### config.mk
export PLATFORM = sky130hd
export DESIGN_NAME = dense_neuron_mac
export DESIGN_NICKNAME = d
export VERILOG_FILES = /design/src/rtl/nn_pkg.sv /design/src/rtl/fx_round_sat.sv /design/src/rtl/dense_neuron_mac.sv
export SDC_FILE = /design/constraint.sdc
export NUM_CORES = 2
export LEC_CHECK = 0
export ABC_AREA = 1
export CORE_MARGIN = 2
export CORE_UTILIZATION = 59
export DETAILED_ROUTE_END_ITERATION = 16
export PLACE_DENSITY = 0.77
export SLEW_MARGIN = 0
export SYNTH_ARGS = -nofsm -noshare
export SYNTH_HDL_FRONTEND = slang
export SYNTH_SLANG_ARGS = --single-unit
### constraint.sdc
create_clock -name clk -period 21 [get_ports clk]
set_clock_uncertainty 0.15 [all_clocks]
set_input_delay 4.2 -clock clk [delete_from_list [all_inputs] [get_ports clk]]
set_output_delay 4.2 -clock clk [all_outputs]
set_load 0.02 [all_outputs]
### src/rtl/nn_pkg.sv
// Shared constants and types for the nn datapath stages.
package nn_pkg;

  // Signed fixed-point format: N-bit words with FRAC fractional bits.
  localparam int unsigned N    = 32;
  localparam int unsigned FRAC = 11;
  localparam int          ONE  = 1 << FRAC;

  typedef enum logic [1:0] {
    StIdle,
    StAccum,
    StFinal,
    StOut
  } state_e;

  typedef logic signed [N-1:0] word_t;

endpackage

### src/rtl/fx_round_sat.sv
// Rounds a wide accumulator back to N-bit fixed point, saturates, and
// optionally applies ReLU. Purely combinational.
module fx_round_sat #(
  parameter int unsigned N     = nn_pkg::N,
  parameter int unsigned FRAC  = nn_pkg::FRAC,
  parameter int unsigned ACC_W = 2 * nn_pkg::N + 9
) (
  input  logic signed [ACC_W-1:0] acc,
  input  logic                    relu_en,
  output logic signed [N-1:0]     out,
  output logic                    sat
);

  // Half an LSB of the output format, so the shift rounds half toward +inf.
  localparam logic signed [ACC_W-1:0] Half = {{(ACC_W-1){1'b0}}, 1'b1} << (FRAC - 1);
  localparam logic signed [ACC_W-1:0] MaxV = {{(ACC_W-N+1){1'b0}}, {(N-1){1'b1}}};
  localparam logic signed [ACC_W-1:0] MinV = {{(ACC_W-N+1){1'b1}}, {(N-1){1'b0}}};

  logic signed [ACC_W-1:0] rounded;
  logic signed [ACC_W-1:0] scaled;
  logic signed [N-1:0]     res;

  // Round, clamp to the N-bit signed range, then ReLU on the clamped value.
  always_comb begin
    rounded = acc + Half;
    scaled  = rounded >>> FRAC;
    sat     = 1'b0;
    res     = scaled[N-1:0];
    if (scaled > MaxV) begin
      res = {1'b0, {(N-1){1'b1}}};
      sat = 1'b1;
    end else if (scaled < MinV) begin
      res = {1'b1, {(N-1){1'b0}}};
      sat = 1'b1;
    end
    // sat reports the clamp even when ReLU then zeroes the result.
    if (relu_en && res[N-1]) begin
      res = '0;
    end
    out = res;
  end

endmodule

### src/rtl/dense_neuron_mac.sv
// Single-neuron multiply-accumulate stage: bias + sum(x*w), rounded and
// saturated to N-bit fixed point, with optional ReLU.
module dense_neuron_mac #(
  parameter int unsigned N     = nn_pkg::N,
  parameter int unsigned FRAC  = nn_pkg::FRAC,
  parameter int unsigned LEN_W = 9,
  parameter int unsigned ACC_W = 2 * N + LEN_W
) (
  input  logic                    clk,
  input  logic                    rst,
  input  logic                    start,
  input  logic        [LEN_W-1:0] len,
  input  logic signed [N-1:0]     bias,
  input  logic                    relu_en,
  input  logic                    in_valid,
  output logic                    in_ready,
  input  logic signed [N-1:0]     x,
  input  logic signed [N-1:0]     w,
  output logic                    out_valid,
  input  logic                    out_ready,
  output logic signed [N-1:0]     out,
  output logic                    sat,
  output logic                    busy,
  output logic                    done
);

  import nn_pkg::*;

  state_e                  state_q;
  logic signed [ACC_W-1:0] acc_q;
  logic        [LEN_W-1:0] count_q;
  logic                    relu_q;
  logic                    in_ready_q;
  logic                    out_valid_q;
  logic                    busy_q;
  logic                    done_q;
  logic signed [N-1:0]     out_q;
  logic                    sat_q;

  logic signed [2*N-1:0]   prod;
  logic signed [ACC_W-1:0] prod_ext;
  logic signed [ACC_W-1:0] acc_init;
  logic signed [N-1:0]     rs_out;
  logic                    rs_sat;

  assign prod     = x * w;
  assign prod_ext = $signed({{(ACC_W-2*N){prod[2*N-1]}}, prod});
  // Bias is aligned to the product scale (2*FRAC fractional bits).
  assign acc_init = $signed({{(ACC_W-N){bias[N-1]}}, bias}) <<< FRAC;

  fx_round_sat #(
    .N     (N),
    .FRAC  (FRAC),
    .ACC_W (ACC_W)
  ) u_round_sat (
    .acc     (acc_q),
    .relu_en (relu_q),
    .out     (rs_out),
    .sat     (rs_sat)
  );

  // Control FSM with accumulator, beat counter and registered outputs.
  always_ff @(posedge clk or negedge rst) begin
    if (!rst) begin
      state_q     <= StIdle;
      acc_q       <= '0;
      count_q     <= '0;
      relu_q      <= 1'b0;
      in_ready_q  <= 1'b0;
      out_valid_q <= 1'b0;
      busy_q      <= 1'b0;
      done_q      <= 1'b0;
      out_q       <= '0;
      sat_q       <= 1'b0;
    end else begin
      done_q <= 1'b0;
      unique case (state_q)
        StIdle: begin
          if (start) begin
            acc_q   <= acc_init;
            count_q <= len;
            relu_q  <= relu_en;
            busy_q  <= 1'b1;
            if (len != '0) begin
              state_q    <= StAccum;
              in_ready_q <= 1'b1;
            end else begin
              state_q <= StFinal;
            end
          end
        end
        StAccum: begin
          if (in_valid && in_ready_q) begin
            acc_q   <= acc_q + prod_ext;
            count_q <= count_q - LEN_W'(1);
            if (count_q == LEN_W'(1)) begin
              state_q    <= StFinal;
              in_ready_q <= 1'b0;
            end
          end
        end
        StFinal: begin
          out_q       <= rs_out;
          sat_q       <= rs_sat;
          out_valid_q <= 1'b1;
          state_q     <= StOut;
        end
        StOut: begin
          if (out_ready) begin
            out_valid_q <= 1'b0;
            busy_q      <= 1'b0;
            done_q      <= 1'b1;
            state_q     <= StIdle;
          end
        end
        default: state_q <= StIdle;
      endcase
    end
  end

  assign in_ready  = in_ready_q;
  assign out_valid = out_valid_q;
  assign out       = out_q;
  assign sat       = sat_q;
  assign busy      = busy_q;
  assign done      = done_q;

endmodule

==> results.md <==
- DR pass1 iterations: 8
- Worst Path Class, Setup: in -> reg
- # clock sinks: 122
- Startpoint types: input pin
- I/O Buffers: 147
- Maxcap violations: 0
- Initial DRC Count: about 3200
- Clock Root Buffer: clkbuf_16
- Clock-pin slew on the worst setup and hold paths: around 0.06 ns
- Synth Area in XOR/XNOR: under 10%
- Global-route wire length before repair: 241000 µm
- Row count: 107
- Worst r2r dst: acc_q[35]$_DFFE_PN0P_
- Worst reg2reg setup slack: 12.60 ns
- Crit path required time: 21.16 ns
- Mux share of post-synthesis cell area: 0%
- Mapped Avg Cell Area: 8.06 µm²
- Asr flop ratio synth: 100%
- Most used DFF post-synth: dfrtp_1
- Final Setup Violations: 0
- CTS max path bufs: 2
- Final Hold Viols: 0
- Top cell type by total area after synthesis: fa_1
- Buffer count from post-CTS setup fixing: 0
- RSZ-0062 raised after global routing: false
- Post-DP HPWL: about 130000 µm
- Worst path max stage delay: between 0.8 and 0.9 ns
- Synth Area in Simple Gates: between 15 and 20%
- Antenna viol nets, final: 0
- Synthesized cell area: approximately 0.051 mm²
- Hold path start: out[21]$_DFFE_PN0P_
- Wirelength per Cell: 19.7 µm
- Final #Nets: 7988
- Max-slew violations: 0
- Share of Yosys cell area claimed by the top area cell type: 50.6%
- Worst R2R Path Depth: 24
- WL final: roughly 150000 µm
- H-tree Lvls: 4
- Top cells by area, synth: fa_1 (51%), inv_1 (13%), nand2_1 (12%)
- Post-synth EDFFs: 0
- Max FO, Critical Path: 32
- Largest net degree at the start of global routing: 68
- Post-cts sizing count: 0
- Post-synthesis net count: 7985
- Clk_lat worst skew: 0.44 ns
- Most frequent CP cell: fa_1
- Share of cells above drive strength 1: 2.19%
- Yosys Warn Count: 0
- Synth cell types: 48
- RR Startpoint: acc_q[22]$_DFFE_PN0P_
- Critical path endpoint category: register
- Vias per cell: ~5.5
- GRT Total Usage: between 30% and 40%
- Largest family of logic cells by synthesized area: adder cells
- Setup_tns: 0 ns
- Total gr overflow: 0
- Post-synthesis adder-cell area fraction: 56.7%
- Slowest stage cell, crit path: fa_1
- Outcome: completed
- Max Freq: 76.2 MHz
- DRC Markers: 0
- Most frequent cells after synthesis: inv_1 (1798), nand2_1 (1596), fa_1 (1292), nor2_1 (346), ha_1 (245)
- Critical path arrival: 13.28 ns
- Die height: 298 µm
- Die Area: 0.0889 mm²
- Most common cell in the netlist: inv_1
- Post-Syn Instances: approximately 6300
- Post-synthesis compound-gate area fraction: 4.61%
- Slew headroom: between 20% and 30%
- Core ar.: 0.0854 mm²
- Die Width: 298 µm
- Worst min path class: reg -> reg
- Hold Crit Depth: 2
- GPL Wtd Cong: 1.02
- Area growth, synth to finish: 6.17%
- Post-CTS Hold Buffers: 0
- I/O Pins: 148
- Fillers: 7489
- CTS tree: done
- Register bit total from synthesis: about 120
- Fin crit share: between 60% and 70%
- Tmin final: 13.12 ns
- Hold Path Sink: out[21]$_DFFE_PN0P_
- Seq/Total Area, Yosys: 5.98%
- Antenna violations before repair: 4
- Vias in the first global route: between 40000 and 50000
- Num CTS Buffers: 17
- Worst slew pin tran: ~1.1 ns
- Routed vias: 40900
- Initial Util: 59.8%
==> through the flow <==
step | hold slack (ns) | setup WS, ns | utilization (%) | area [µm²] | std cells
after floorplan | 0.304 | 8.60 | - | 51100 | 6337
after global placement | 0.316 | 7.79 | 62.8 | 53600 | 7465
after detailed placement | 0.320 | 7.51 | 62.8 | 53600 | 7465
after CTS | 0.333 | 7.93 | 63.5 | 54200 | 7497
after global routing | 0.356 | 7.47 | 63.5 | 54200 | 7500
final | 0.333 | 7.88 | 63.5 | 54200 | 7500
==> per-layer routing <==
metal  GRT usage, %  vias up  part of all wire [%]
met3           5.65      284                   8.3
li1               -    18000                     -
met5              0        -                0.0088
met2           57.2     1779                    48
met4           10.5        2                   3.4
met1           47.5    20800                    40
==> worst max-delay path, delay by kind of cell <==
kind	cells	cell delay, ns
simple gates	9	1.44
fa+ha+maj	9	5.67
buf+inv	9	1.68
compound gates	1	0.26
==> placed cells by master, fill, tap and decap left out, types with 12 or more instances in the layout <==
master | synthesis | layout
inv_1 | 1798 | 1797
dfrtp_1 | 122 | 122
xor2_1 | 64 | 64
xnor2_1 | 12 | 12
nand3_1 | 107 | 107
nand4_1 | 30 | 30
nor2_1 | 346 | 346
ha_1 | 245 | 244
nand2_1 | 1596 | 1594
clkbuf_16 | 0 | 17
o211ai_1 | 35 | 35
clkdlybuf4s50_1 | 0 | 144
buf_4 | 3 | 75
nor3_1 | 19 | 19
a21oi_1 | 157 | 157
o22ai_1 | 16 | 16
fa_1 | 1292 | 1291
o21ai_0 | 159 | 159
==> how the worst max path moves through the flow <==
stage	startpoint	end
floorplan	x[31]	acc_q[68]$_DFFE_PN0P_
global placement	w[8]	acc_q[70]$_DFFE_PN0P_
detailed placement	w[8]	acc_q[70]$_DFFE_PN0P_
CTS	w[8]	acc_q[70]$_DFFE_PN0P_
global route	w[8]	acc_q[70]$_DFFE_PN0P_
finish	w[8]	acc_q[72]$_DFFE_PN0P_
==> cell families after synthesis <==
logic type                 after synthesis
AOI/OAI and AO/OA                      422
buffers and inverters                 2041
adders and majority gates             1537
DFF                                    122
and+or+nand+nor                       2139
xor gates and xnor gates                76
==> sequential cells by signal, summed over array words and instances, names as in the netlist <==
signal     count
count_q        9
acc_q         73
out           32
sat            1
out_valid      1
relu_q         1
busy           1
state_q        2
done           1
in_ready       1
==> area by class of cell <==
cell class | count | area, µm² | area share, %
clock buffer | 18 | 429 | 0.792
multi-input combinational | 4174 | 40300 | 74.4
inverter | 1804 | 6770 | 12.5
tap | 1144 | 1430 | 2.64
clock inverter | 14 | 164 | 0.302
timing repair buffer | 221 | 2010 | 3.72
sequential | 122 | 3050 | 5.63
antenna | 3 | 7.51 | 0.0138
Power is left out: the tool's default activity adds up to more than one toggle a clock period on the data nets, which glitch-free logic cannot reach.
